$ cat src/rtl/scanout_pkg.sv
// Shared widths, state encoding and address helper for the framebuffer scanout reader.
package scanout_pkg;

  localparam int ADDR_W         = 19;
  localparam int DATA_W         = 128;
  localparam int BYTES_PER_WORD = 16;
  localparam int OFFSET_W       = 4;

  typedef enum logic [1:0] {
    IDLE  = 2'd0,
    FETCH = 2'd1,
    DRAIN = 2'd2
  } state_t;

  function automatic logic [ADDR_W-1:0] next_word_addr(input logic [ADDR_W-1:0] addr);
    return addr + ADDR_W'(BYTES_PER_WORD);
  endfunction

endpackage

$ cat src/rtl/scanout_word_fifo.sv
// Show-ahead word FIFO absorbing the RAM read latency; flush empties it in one cycle.
module scanout_word_fifo #(
  parameter  int DEPTH = 4,
  parameter  int WIDTH = 128,
  localparam int PTR_W = (DEPTH > 1) ? $clog2(DEPTH) : 1,
  localparam int CNT_W = PTR_W + 1
) (
  input  logic             clock,
  input  logic             reset,
  input  logic             flush,
  input  logic             push,
  input  logic             pop,
  input  logic [WIDTH-1:0] din,
  output logic [WIDTH-1:0] dout,
  output logic [CNT_W-1:0] count,
  output logic             full,
  output logic             empty
);

  logic [WIDTH-1:0] mem [DEPTH];
  logic [PTR_W-1:0] wr_ptr_reg;
  logic [PTR_W-1:0] rd_ptr_reg;
  logic [CNT_W-1:0] count_reg;
  logic             do_push;
  logic             do_pop;

  assign full  = (count_reg == CNT_W'(DEPTH));
  assign empty = (count_reg == '0);

  // A full FIFO still takes a word when the head leaves in the same cycle.
  assign do_push = push && !flush && (!full || pop);
  assign do_pop  = pop && !flush && !empty;

  always_ff @(posedge clock) begin
    if (do_push) begin
      mem[wr_ptr_reg] <= din;
    end
  end

  always_ff @(posedge clock or posedge reset) begin
    if (reset) begin
      wr_ptr_reg <= '0;
      rd_ptr_reg <= '0;
      count_reg  <= '0;
    end else if (flush) begin
      wr_ptr_reg <= '0;
      rd_ptr_reg <= '0;
      count_reg  <= '0;
    end else begin
      if (do_push) begin
        wr_ptr_reg <= wr_ptr_reg + 1'b1;
      end
      if (do_pop) begin
        rd_ptr_reg <= rd_ptr_reg + 1'b1;
      end
      case ({do_push, do_pop})
        2'b10:   count_reg <= count_reg + 1'b1;
        2'b01:   count_reg <= count_reg - 1'b1;
        default: count_reg <= count_reg;
      endcase
    end
  end

  assign dout  = mem[rd_ptr_reg];
  assign count = count_reg;

endmodule

$ cat src/rtl/framebuffer_scanout_reader.sv
// Streams a framebuffer region from RAM port b as 8-bit pixels with frame markers,
// issuing word reads under FIFO credit and unpacking words little-endian.
module framebuffer_scanout_reader
  import scanout_pkg::*;
#(
  parameter logic [ADDR_W-1:0] BASE_ADDR   = 19'h00000,
  parameter int                FRAME_BYTES = 307200,
  parameter int                FIFO_DEPTH  = 4
) (
  input  logic              clock,
  input  logic              reset,
  input  logic              enable,
  input  logic              frame_start,
  output logic [ADDR_W-1:0] address_b,
  input  logic [DATA_W-1:0] data_out_b,
  output logic [7:0]        pixel,
  output logic              pixel_valid,
  input  logic              pixel_ready,
  output logic              pixel_sof,
  output logic              pixel_last,
  output logic              busy
);

  localparam int NWORDS = FRAME_BYTES / BYTES_PER_WORD;
  localparam int WORD_W = (NWORDS > 1) ? $clog2(NWORDS) : 1;
  localparam int CNT_W  = $clog2(FIFO_DEPTH) + 1;
  localparam logic [WORD_W-1:0] LAST_WORD = WORD_W'(NWORDS - 1);

  state_t              state_reg;
  logic                busy_reg;
  logic                done_reg;
  logic                inflight_reg;
  logic [ADDR_W-1:0]   addr_reg;
  logic [WORD_W-1:0]   issue_idx_reg;
  logic [WORD_W-1:0]   pop_idx_reg;
  logic [OFFSET_W-1:0] byte_idx_reg;

  logic [CNT_W-1:0]    fifo_count;
  logic                fifo_full;
  logic                fifo_empty;
  logic [DATA_W-1:0]   fifo_head;
  logic [CNT_W:0]      occupancy;
  logic                issue;
  logic                last_issue;
  logic                accept;
  logic                pop;
  logic                frame_done;

  // Credit counts words already buffered plus the one possibly still in the RAM pipe.
  assign occupancy  = {1'b0, fifo_count} + {{CNT_W{1'b0}}, inflight_reg};
  assign issue      = (state_reg == FETCH) && !frame_start && !fifo_full &&
                      (occupancy < (CNT_W + 1)'(FIFO_DEPTH));
  assign last_issue = issue && (issue_idx_reg == LAST_WORD);

  assign pixel_valid = !fifo_empty;
  assign pixel       = fifo_empty ? 8'h00 : fifo_head[{byte_idx_reg, 3'b000} +: 8];
  assign pixel_sof   = pixel_valid && (byte_idx_reg == '0) && (pop_idx_reg == '0);
  assign pixel_last  = pixel_valid && (byte_idx_reg == '1) && (pop_idx_reg == LAST_WORD);

  assign accept     = pixel_valid && pixel_ready;
  assign pop        = accept && (byte_idx_reg == '1);
  assign frame_done = accept && pixel_last;

  assign address_b = addr_reg;
  assign busy      = busy_reg;

  scanout_word_fifo #(
    .DEPTH (FIFO_DEPTH),
    .WIDTH (DATA_W)
  ) word_fifo (
    .clock (clock),
    .reset (reset),
    .flush (frame_start),
    .push  (inflight_reg),
    .pop   (pop),
    .din   (data_out_b),
    .dout  (fifo_head),
    .count (fifo_count),
    .full  (fifo_full),
    .empty (fifo_empty)
  );

  always_ff @(posedge clock or posedge reset) begin
    if (reset) begin
      state_reg     <= IDLE;
      busy_reg      <= 1'b0;
      done_reg      <= 1'b0;
      inflight_reg  <= 1'b0;
      addr_reg      <= BASE_ADDR;
      issue_idx_reg <= '0;
      pop_idx_reg   <= '0;
      byte_idx_reg  <= '0;
    end else begin
      inflight_reg <= issue;

      // The final issue parks the address at the base so it never walks past the region.
      if (issue) begin
        addr_reg      <= last_issue ? BASE_ADDR : next_word_addr(addr_reg);
        issue_idx_reg <= last_issue ? '0 : issue_idx_reg + 1'b1;
      end

      if (accept) begin
        byte_idx_reg <= byte_idx_reg + 1'b1;
        if (pop) begin
          pop_idx_reg <= (pop_idx_reg == LAST_WORD) ? '0 : pop_idx_reg + 1'b1;
        end
      end

      case (state_reg)
        IDLE: begin
          if (enable && done_reg) begin
            state_reg <= FETCH;
            busy_reg  <= 1'b1;
            done_reg  <= 1'b0;
          end
        end
        FETCH: begin
          if (last_issue) begin
            state_reg <= DRAIN;
          end
        end
        DRAIN: begin
          if (frame_done) begin
            if (enable) begin
              state_reg <= FETCH;
              addr_reg  <= BASE_ADDR;
            end else begin
              state_reg <= IDLE;
              busy_reg  <= 1'b0;
              done_reg  <= 1'b1;
            end
          end
        end
        default: begin
          state_reg <= IDLE;
          busy_reg  <= 1'b0;
        end
      endcase

      // Start or abort wins over every other transition; a read still in the pipe is dropped.
      if (frame_start) begin
        state_reg     <= FETCH;
        busy_reg      <= 1'b1;
        done_reg      <= 1'b0;
        inflight_reg  <= 1'b0;
        addr_reg      <= BASE_ADDR;
        issue_idx_reg <= '0;
        pop_idx_reg   <= '0;
        byte_idx_reg  <= '0;
      end
    end
  end

endmodule

$ cat config.mk
export PLATFORM = sky130hd
export DESIGN_NAME = framebuffer_scanout_reader
export DESIGN_NICKNAME = d
export VERILOG_FILES = /design/src/rtl/scanout_pkg.sv /design/src/rtl/scanout_word_fifo.sv /design/src/rtl/framebuffer_scanout_reader.sv
export SDC_FILE = /design/constraint.sdc
export NUM_CORES = 1
export LEC_CHECK = 0
export CELL_PAD_IN_SITES_DETAIL_PLACEMENT = 2
export CELL_PAD_IN_SITES_GLOBAL_PLACEMENT = 2
export CORE_MARGIN = 2
export CORE_UTILIZATION = 25
export CTS_CLUSTER_DIAMETER = 30
export DETAILED_ROUTE_END_ITERATION = 6
export HOLD_SLACK_MARGIN = 0.15
export PLACE_DENSITY_LB_ADDON = 0.1
export SYNTH_ARGS = -nofsm -noshare
export SYNTH_HDL_FRONTEND = slang
export SYNTH_SLANG_ARGS = --single-unit
$ cat constraint.sdc
create_clock -name clock -period 5.2 [get_ports clock]
set_input_delay 0.52 -clock clock [delete_from_list [all_inputs] [get_ports clock]]
set_output_delay 0.52 -clock clock [all_outputs]
set_load 0.05 [all_outputs]
==> run_results.csv, run 1 <==
group,metric,value,unit
synthesis,seq_area_frac_synth,73.91,%
sta,max_freq,0.2083,GHz
synthesis,synth_compound_area_share,4.710,%
synthesis,synth-simple-area-share,5.189,%
min_path,hp-class,"input port to asynchronous set/reset pin",
synthesis,syn_inst,1262,
sta,tns,0,ps
floorplan,die_w,307.3,um
placement,io_buffers,163,
global_route,gr-total-overflow,0,
synthesis,synthMuxAreaShare,12.46,%
cts,cts_root_buf,"clkbuf_16",
layout,area_delta_synth_final,39.93,%
sta,hold_viol,0,
setup_path,critPathSlowestCell,"dfrtp_4",
setup_path,critical_path_arrival,4280,ps
synthesis,syn_nets,1406,
synthesis,yosys.area_share.xor_xnor,1.256,%
global_route,grt_max_degree,90,
layout,final_cell_mix,"edfxtp_1, clkbuf_16, clkdlybuf4s50_1",
floorplan,num_io_pins,164,
power_and_ir_drop,powerDensity,507.5,mW/mm^2
drt,drc,0,
layout,largest-register,"word_fifo.mem",
sta,slew_viol_final,0,
synthesis,synth_top_family_by_area,"multiplexers",
synthesis,synth_area_per_cell,18.23,um^2
drt,top_layer_used,"met5",
cts,clock-sinks,577,
drt,wl_per_cell,24.18,um
layout,nets,1718,
drt,drt-initial-drc-count,637,
drt,drtPass1Iterations,5,
sta,relSlewSlack,29.04,%
cts,cts_setup_buffers,0,
drt,postRouteAntennaNets,0,
sta,setup_viol,0,
sta,worstMarginPinSlew,1064,ps
placement,dp.cells,2593,
synthesis,synth-seq-cells,577,
cts,clock_latency,730,ps
layout,largest_reg_flops,512,
setup_path,required,4680,ps
setup_path,worst-setup-path-type,"register to output pin",
cts,cts_hold_buf,0,
power_and_ir_drop,cellLeakagePower,10.77,nW
floorplan,core,0.09139,mm^2
layout,fin_cells,2899,
global_route,grt_pass1_wl,103900,um
setup_path,crit_top_cell,"buf_12",
floorplan,chipHeight,307.3,um
synthesis,synth_flop_cell,"edfxtp_1",
cts,path_clk_slew,40,ps
setup_path,cp_max_fo,40,
status,status,"finished, final reports clean",
drt,dr_wl_met3,2954,um
drt,drt_wl_total,70100,um
layout,layout-drive-gt1-share,25.29,%
floorplan,floorplan.initialDensity,25.17,%
drt,wl_met1,31930,um
cts,cts_tree,"yes",
synthesis,synth_fa_ha_area_share,0.6309,%
synthesis,synth_area,0.02300,mm^2
placement,place.gp.congestion,0.7150,
placement,hpwl,45030,um
global_route,grt_pass1_vias,15130,
setup_path,crit_chain,"buf_12 > mux4_2 > mux2i_1 > nor2_1 > a2111oi_0 > o22ai_1 > buf_12",
setup_path,cp-end-kind,"output pin",
synthesis,synth_edf_count,512,
synthesis,async_flop_share,11.27,%
global_route,track_usage,15.17,%
cts,cts-buffers-inserted,165,
layout,nFillCells,8955,
drt,vias_per_cell,4.530,
drt,met2_length,33160,um
setup_path,cp_slowest_stage_delay,950,ps
global_route,grt_antenna_before_repair,4,
floorplan,rows,111,
drt,num_vias,13130,
cts,cts_max_path_buffers,3,
flow_run,max_cap_viol_count,0,
sta,min_period,4801,ps
synthesis,yosys.cell_types.count,63,
setup_path,reg2reg_depth,6,
sta,fin_skew,27.26,ps
sta,grt_setup_unrepaired,"no",
layout,final_common_cell,"edfxtp_1",
cts,ctsResizeCount,0,
synthesis,synth_warnings,0,
setup_path,start_kind,"register",
sta,post-route-period-util,92.33,%
power_and_ir_drop,worst_ir_drop_vdd,232.6,uV
cts,h-tree-depth,4,
floorplan,die_area,0.09445,mm^2
## final cells by class
class,count,area (um^2),share of cell area (%)
flip-flops and latches,577,17010,52.85
well taps,1186,1484,4.610
diodes,1,2.502,0.007774
inverters,23,86.33,0.2682
clock inverters,107,1428,4.435
multi-input cells,598,5590,17.37
clock buffers,198,4428,13.76
repair buffers,209,2160,6.709
## worst max-delay path: cells and delay by family (launching register included)
kind                   cells  cell delay [ps]
and+or+nand+nor            1               70
DFF                        1              950
muxes                      2              860
buffers and inverters      2              650
AOI/OAI and AO/OA          2             1000
## layer usage
metal	up-vias	global-route usage (%)
li1	5819	-
met1	6872	19.74
met2	297	23.90
met3	141	4.136
met4	4	6.171
met5	-	0
## cells by family (layout without fill, tap and decap cells)
group,Yosys count,after routing
AOI/OAI and AO/OA,152,152
xor gates and xnor gates,33,33
adders and majority gates,11,11
buffers and inverters,87,537
DFF,577,577
muxes,172,172
other,0,1
and+or+nand+nor,230,230
## power by group
| group | leakage [nW] | internal, mW | switching [mW] |
|---|---|---|---|
| Combinational | 2.38 | 0.235 | 0.378 |
| Clock | 2.86 | 7.49 | 2.98 |
| Sequential | 5.53 | 5.22 | 0.0395 |
| Total | 10.8 | 12.9 | 3.40 |
## metrics by stage
stage                     setup slack [ps]  utilization (%)  total power, mW  area [um^2]  hold slack, ps
final                                399.1            35.22            16.33        32190           395.6
after global routing                 114.4            35.22            16.89        32190           402.5
after CTS                            174.8            35.22            16.60        32190           371.7
after detailed placement             966.1            28.81            5.967        26330           493.4
after global placement               906.9            28.81            5.958        26330           483.6
after floorplan                      233.1                -            5.587        23000           497.7
## worst paths after layout
path	start	end	slack [ps]
min reg2reg	address_b[1]	address_b[1]	490
max	word_fifo.rd_ptr_reg[0]	pixel[1]	400
min in group clock	data_out_b[37]	word_fifo.mem[3][37]	440
min	reset	pop_idx_reg[6]	400
max reg2reg	byte_idx_reg[1]	word_fifo.mem[1][38]	1230
max in group asynchronous	reset	word_fifo.rd_ptr_reg[0]	3810
## cells in the mapped netlist, types with 8 or more instances
| cell | number | area share [%] |
|---|---|---|
| edfxtp_1 | 512 | 67 |
| mux4_2 | 90 | 8.8 |
| mux2i_1 | 67 | 2.9 |
| dfrtp_1 | 65 | 7.1 |
| nor2_1 | 55 | 0.90 |
| nand2_1 | 46 | 0.75 |
| clkbuf_1 | 29 | 0.47 |
| o22ai_1 | 23 | 0.63 |
| nand3_1 | 22 | 0.48 |
| a21oi_1 | 21 | 0.46 |
| o221ai_1 | 21 | 0.80 |
| inv_1 | 20 | 0.33 |
| nor3_1 | 20 | 0.44 |
| xnor2_1 | 19 | 0.72 |
| a211oi_1 | 17 | 0.55 |
| and2_1 | 15 | 0.41 |
| mux2_2 | 15 | 0.73 |
| o21ai_0 | 15 | 0.33 |
| buf_2 | 14 | 0.30 |
| nand4_1 | 14 | 0.38 |
| xor2_1 | 14 | 0.53 |
| buf_4 | 11 | 0.36 |
| nor2b_1 | 11 | 0.30 |
| ha_1 | 10 | 0.54 |
| nor4_1 | 10 | 0.27 |
| a21o_1 | 9 | 0.29 |
| a22oi_1 | 8 | 0.26 |
(Power assumes the default switching activity.)
==> inputs of run 2 (changes only) <==
--- a/config.mk
+++ b/config.mk
@@ -5,14 +5,12 @@
 export SDC_FILE = /design/constraint.sdc
 export NUM_CORES = 1
 export LEC_CHECK = 0
-export CELL_PAD_IN_SITES_DETAIL_PLACEMENT = 2
-export CELL_PAD_IN_SITES_GLOBAL_PLACEMENT = 2
+export ABC_AREA = 1
 export CORE_MARGIN = 2
 export CORE_UTILIZATION = 25
 export CTS_CLUSTER_DIAMETER = 30
 export DETAILED_ROUTE_END_ITERATION = 6
 export HOLD_SLACK_MARGIN = 0.15
-export PLACE_DENSITY_LB_ADDON = 0.1
 export SYNTH_ARGS = -nofsm -noshare
 export SYNTH_HDL_FRONTEND = slang
 export SYNTH_SLANG_ARGS = --single-unit
==> run 2 against run 1 <==
  * Flip-flop and latch count is the same
  * Routed wire length fell by 2.3%
  * Critical path type unchanged
  * Clock skew increased by 16 ps
  * Utilization shrank 3.3 points
  * Synthesized area is 7.1% higher
==> run_results.csv, run 2 <==
group,metric,value,unit
floorplan,chipHeight,318.0,um
setup_path,worst-setup-path-type,"register to output pin",
drt,wl_per_cell,17.65,um
power_and_ir_drop,cellLeakagePower,11.84,nW
synthesis,async_flop_share,11.27,%
global_route,grt_pass1_wl,102300,um
cts,cts_root_buf,"clkbuf_16",
synthesis,synth_common_cells,"nand2_1, edfxtp_1, nand3_1",
sta,setup_viol,0,
sta,fin_skew,43.06,ps
synthesis,yosys.area_share.xor_xnor,0.6752,%
sta,max_freq,0.2287,GHz
synthesis,synth_top_family_by_area,"simple AND/OR/NAND/NOR gates",
placement,hpwl,43200,um
sta,relSlewSlack,39.84,%
synthesis,yosys.cell_types.count,43,
cts,ctsResizeCount,0,
setup_path,start_kind,"register",
setup_path,cp-end-kind,"output pin",
synthesis,yosys-top-cells-area,"edfxtp_1, nand2_1, dfrtp_1, nand3_1, nor2_1",
layout,final_cell_mix,"nand2_1, edfxtp_1, nand3_1",
placement,io_buffers,163,
setup_path,required,4680,ps
setup_path,cp_top_family,"compound AO/OA/AOI/OAI gates",
layout,largest-register,"word_fifo.mem",
drt,postRouteAntennaNets,0,
drt,drt-initial-drc-count,1501,
layout,multi_input_comb_area,0.006410,mm^2
floorplan,die_w,318.0,um
synthesis,synth_compound_area_share,3.589,%
synthesis,synth_fa_ha_area_share,0.5889,%
min_path,hp-class,"input port to asynchronous set/reset pin",
global_route,grt_pass1_vias,16310,
placement,place.gp.congestion,0.7817,
floorplan,core,0.09799,mm^2
status,status,"finished, final reports clean",
synthesis,synth.largest_area_cell,"edfxtp_1",
power_and_ir_drop,powerDensity,408.7,mW/mm^2
sta,hold_viol,0,
synthesis,synth_area,0.02464,mm^2
setup_path,critPathSlowestCell,"dfrtp_4",
layout,nets,2647,
cts,cts_max_path_buffers,3,
synthesis,seq_area_frac_synth,68.99,%
sta,post-route-period-util,84.07,%
floorplan,num_io_pins,164,
synthesis,synth_warnings,0,
cts,clock_latency,660,ps
synthesis,synth_flop_cell,"edfxtp_1",
sta,slew_viol_final,0,
setup_path,path_buf_inv,3,
cts,clock-sinks,577,
drt,drt_wl_total,68520,um
layout,largest_reg_flops,512,
drt,drtPass1Iterations,6,
sta,worstMarginPinSlew,902.4,ps
global_route,gr-total-overflow,0,
drt,drc,0,
synthesis,syn_nets,2458,
drt,vias_per_cell,4.398,
global_route,grt_antenna_before_repair,23,
layout,seqCellArea,0.01701,mm^2
setup_path,crit_chain,"inv_6 > buf_12 > nand2_1 > nand3_1 > a21oi_1 > nor2_1 > nand2_1 > nand3_1 > a21oi_1 > buf_4",
layout,nFillCells,9733,
global_route,grt_max_degree,145,
cts,cts_tree,"yes",
setup_path,cp_max_fo,79,
cts,path_clk_slew,50,ps
cts,cts-buffers-inserted,104,
cts,cts_hold_buf,0,
floorplan,floorplan.initialDensity,25.15,%
setup_path,rrSetupSlack,1340,ps
setup_path,cp_slowest_stage_delay,800,ps
layout,final_common_cell,"nand2_1",
floorplan,rows,115,
layout,fin_cells,3883,
floorplan,die_area,0.1011,mm^2
setup_path,critical_path_arrival,3850,ps
synthesis,synth-seq-cells,577,
layout,area_delta_synth_final,26.97,%
global_route,track_usage,13.37,%
power_and_ir_drop,fin_total_pwr,12.79,mW
setup_path,r2r-end,"word_fifo.mem[2][80]",
drt,num_vias,17080,
cts,h-tree-depth,3,
sta,grt_setup_unrepaired,"no",
setup_path,r2r-start,"byte_idx_reg[2]",
cts,cts_setup_buffers,0,
synthesis,synth_edf_count,512,
synthesis,synthMuxAreaShare,0,%
synthesis,yosysTopAreaCellShare,62.39,%
sta,min_period,4372,ps
synthesis,synth-simple-area-share,21.03,%
synthesis,yosysMostFrequentCell,"nand2_1",
placement,dp.cells,3684,
power_and_ir_drop,worst_ir_drop_vdd,261.1,uV
layout,layout-drive-gt1-share,9.572,%
flow_run,max_cap_viol_count,0,
synthesis,synth_area_per_cell,10.65,um^2
synthesis,syn_inst,2314,
setup_path,reg2reg_depth,7,
-- run 2: logic make-up after synthesis --
kind of cell | count (synthesis)
AOI/OAI and AO/OA | 170
xor gates and xnor gates | 19
adders and majority gates | 11
buffers and inverters | 308
DFF | 577
and+or+nand+nor | 1229
-- run 2: report_power, final --
part | internal (mW) | switching [mW] | leakage, nW
Sequential | 5.24 | 0.0472 | 5.53
Clock | 4.36 | 2.34 | 1.69
Combinational | 0.248 | 0.548 | 4.63
Total | 9.85 | 2.94 | 11.8
-- run 2: through the flow --
stage / setup TNS (ps) / worst slack [ps] / instance area [um^2] / util, % / hold WS (ps)
floorplan: -1022370 / -1997 / 24640 / - / 459.1
global placement: 0 / 1437 / 27730 / 28.30 / 474.8
detailed placement: 0 / 1346 / 27730 / 28.30 / 479.3
CTS: 0 / 860.1 / 31280 / 31.92 / 280.9
global route: 0 / 660.4 / 31290 / 31.93 / 355.3
finish: 0 / 828.2 / 31290 / 31.93 / 279.3
-- run 2: worst max-delay path by stage --
stage,start,cells past startpoint,end
after CTS,word_fifo.rd_ptr_reg[0],10,pixel[5]
after floorplan,word_fifo.count[2],8,word_fifo.mem[0][0]
after global routing,word_fifo.rd_ptr_reg[0],10,pixel[2]
after global placement,byte_idx_reg[2],7,word_fifo.mem[2][80]
after detailed placement,byte_idx_reg[2],7,word_fifo.mem[2][80]
final,word_fifo.rd_ptr_reg[0],10,pixel[5]
-- run 2: metal layers --
layer,track usage [%],share of wire [%]
met5,0,0.16
met4,5.651,3.2
met3,3.522,7.7
met2,20.46,45
met1,17.88,44
-- run 2: area by class of cell --
cell class | instances | share of cell area (%)
Timing Repair Buffer | 193 | 6.230
Tap cell | 1287 | 5.146
Multi-Input combinational cell | 1429 | 20.48
Sequential cell | 577 | 54.36
Inverter | 198 | 2.407
Clock inverter | 71 | 2.627
Clock buffer | 123 | 8.709
Antenna cell | 5 | 0.03999
==> inputs of run 3 (changes only) <==
==> constraint.sdc (replaced) <==
create_clock -name clock -period 3.5 [get_ports clock]
set_input_delay 0.35 -clock clock [delete_from_list [all_inputs] [get_ports clock]]
set_output_delay 0.35 -clock clock [all_outputs]
set_load 0.05 [all_outputs]
==> run 3 against run 2 <==
  * Clock power grew 66%
  * Sequential power grew 49%
  * Clock skew shrank 15 ps
  * Sequential share of layout area shrank 1.3 points
  * First-iteration DRC count grew 0.33%
  * Utilization grew 0.79 points
  * Critical path depth grew 1
  * Worst setup slack lost 700 ps
  * Design area grew 2.5%
  * Via count grew 0.56%
  * Clock-buffer cell count is the same
  * Combinational power grew 53%
  * Largest cell class unchanged
  * Highest routed layer unchanged
==> run_results.csv, run 3 (synthesis results as in run 2) <==
group,metric,value,unit
setup_path,cp_max_fo,85,
layout,layout-drive-gt1-share,11.29,%
floorplan,floorplan.initialDensity,25.15,%
flow_run,max_cap_viol_count,0,
global_route,grt_pass1_vias,16430,
floorplan,rows,115,
placement,place.gp.congestion,0.7845,
layout,nFillCells,9608,
min_path,hp-class,"input port to register",
placement,hpwl,44580,um
layout,largest-register,"word_fifo.mem",
sta,hold_viol,0,
setup_path,path_buf_inv,3,
sta,max_freq,0.2970,GHz
cts,clock-sinks,577,
sta,worstMarginPinSlew,636.8,ps
power_and_ir_drop,cellLeakagePower,12.19,nW
cts,cts-buffers-inserted,112,
cts,cts_tree,"yes",
floorplan,die_area,0.1011,mm^2
global_route,grt_pass1_wl,103600,um
power_and_ir_drop,power_frac_clock,55.0,%
drt,num_vias,17170,
setup_path,crit_top_cell,"nand2_1",
setup_path,cp-end-kind,"output pin",
placement,io_buffers,163,
drt,vias_per_cell,4.383,
sta,grt_setup_unrepaired,"no",
setup_path,critical_path_arrival,3020,ps
status,status,"finished, final reports clean",
global_route,gr-total-overflow,0,
placement,dp.cells,3705,
global_route,grt_antenna_before_repair,15,
drt,postRouteAntennaNets,0,
layout,final_common_cell,"nand2_1",
cts,h-tree-depth,3,
setup_path,critPathSlowestCell,"dfrtp_4",
floorplan,chipHeight,318.0,um
sta,min_period,3367,ps
cts,cts_max_path_buffers,3,
floorplan,num_io_pins,164,
cts,clock_latency,650,ps
power_and_ir_drop,worst_ir_drop_vdd,351.6,uV
drt,wl_per_cell,17.65,um
power_and_ir_drop,fin_total_pwr,20.18,mW
power_and_ir_drop,power_frac_seq,39.0,%
sta,setup_viol,0,
cts,cts_root_buf,"clkbuf_16",
layout,fin_cells,3918,
drt,drtPass1Iterations,5,
power_and_ir_drop,switchingPower,4.551,mW
layout,largest_reg_flops,512,
power_and_ir_drop,powerDensity,629.6,mW/mm^2
floorplan,die_w,318.0,um
layout,area_delta_synth_final,30.09,%
sta,relSlewSlack,57.42,%
power_and_ir_drop,switching_share,22.55,%
power_and_ir_drop,p_int,15.63,mW
layout,final_cell_mix,"nand2_1, edfxtp_1, nand3_1",
sta,slew_viol_final,0,
floorplan,core,0.09799,mm^2
sta,fin_skew,27.75,ps
setup_path,start_kind,"register",
setup_path,required,3150,ps
sta,whs,302.3,ps
drt,drc,0,
drt,drt-initial-drc-count,1506,
sta,post-route-period-util,96.21,%
setup_path,cp_slowest_stage_delay,530,ps
power_and_ir_drop,power_frac_comb,6.1,%
layout,nets,2677,
cts,path_clk_slew,50,ps
setup_path,cp_top_family,"buffers and inverters",
setup_path,crit_chain,"inv_6 > buf_12 > nand2_1 > nand2_1 > nand2_1 > a21oi_1 > nor2_1 > nand2_1 > nand3_1 > a21oi_1 > buf_4",
global_route,grt_max_degree,94,
drt,drt_wl_total,69140,um
setup_path,worst-setup-path-type,"register to output pin",
global_route,track_usage,13.46,%
run 3: changes by cell type in the layout (fill, tap and decap cells not counted), sizes merged:
cell	before	now
diode	5	1
dlygate4sd3	0	1
inv	203	204
bufinv	12	20
clkdlybuf4s50	155	153
buf	38	61
clkinv	38	42
clkinvlp	16	20
run 3: per-stage QoR:
stage / setup WS, ps / instance area (um^2) / setup TNS, ps / utilization [%]
finish: 132.5 / 32060 / 0 / 32.72
global route: 2.153 / 32060 / 0 / 32.72
CTS: 52.74 / 32040 / 0 / 32.70
detailed placement: 663.8 / 28030 / 0 / 28.61
global placement: 598.3 / 28030 / 0 / 28.61
floorplan: -36.78 / 24690 / -10030 / -
run 3: cell type report:
| type | count | area [um^2] | area share, % |
|---|---|---|---|
| well taps | 1287 | 1610 | 5.023 |
| multi-input cells | 1429 | 6450 | 20.12 |
| repair buffers | 215 | 2237 | 6.978 |
| clock inverters | 88 | 1094 | 3.411 |
| flip-flops and latches | 577 | 17010 | 53.06 |
| diodes | 1 | 2.502 | 0.007805 |
| clock buffers | 123 | 2897 | 9.035 |
| inverters | 198 | 760.7 | 2.373 |
run 3: path summary, 6_finish.rpt:
path / start / endpoint / depth (start not counted) / slack, ps
setup / recovery: word_fifo.rd_ptr_reg[0] / pixel[4] / 11 / 130
hold / removal: data_out_b[49] / word_fifo.mem[2][49] / 1 / 300
setup reg to reg: byte_idx_reg[0] / word_fifo.mem[0][120] / 9 / 810
hold reg to reg: address_b[0] / address_b[0] / 2 / 490
max in group asynchronous: reset / address_b[10] / 4 / 2490
min in group asynchronous: reset / pop_idx_reg[11] / 4 / 690
run 3: per-layer routing:
metal	up-vias	share of wire, %	global-route usage, %
met2	562	47	21.58
li1	8253	-	-
met1	8237	44	17.85
met5	-	0.12	0
met4	14	2.1	4.190
met3	108	7.3	3.356
run 3: power groups by stage:
stage / registers, mW / logic [mW] / clock network, mW
4_1_cts: 7.86 / 1.24 / 11.3
6_report: 7.86 / 1.22 / 11.1
3_5_place_dp: 7.99 / 1.23 / 0
3_3_place_gp: 7.98 / 1.22 / 0
2_1_floorplan: 8.02 / 0.576 / 0
5_1_grt: 7.88 / 1.33 / 11.6
run 3: what timing repair did:
item,in CTS,in global routing
setup endpoints to repair,3,4
resized for setup,3,4
buffers inserted,0,0
hold buffers,1,0
endpoints found under the hold margin,65,0
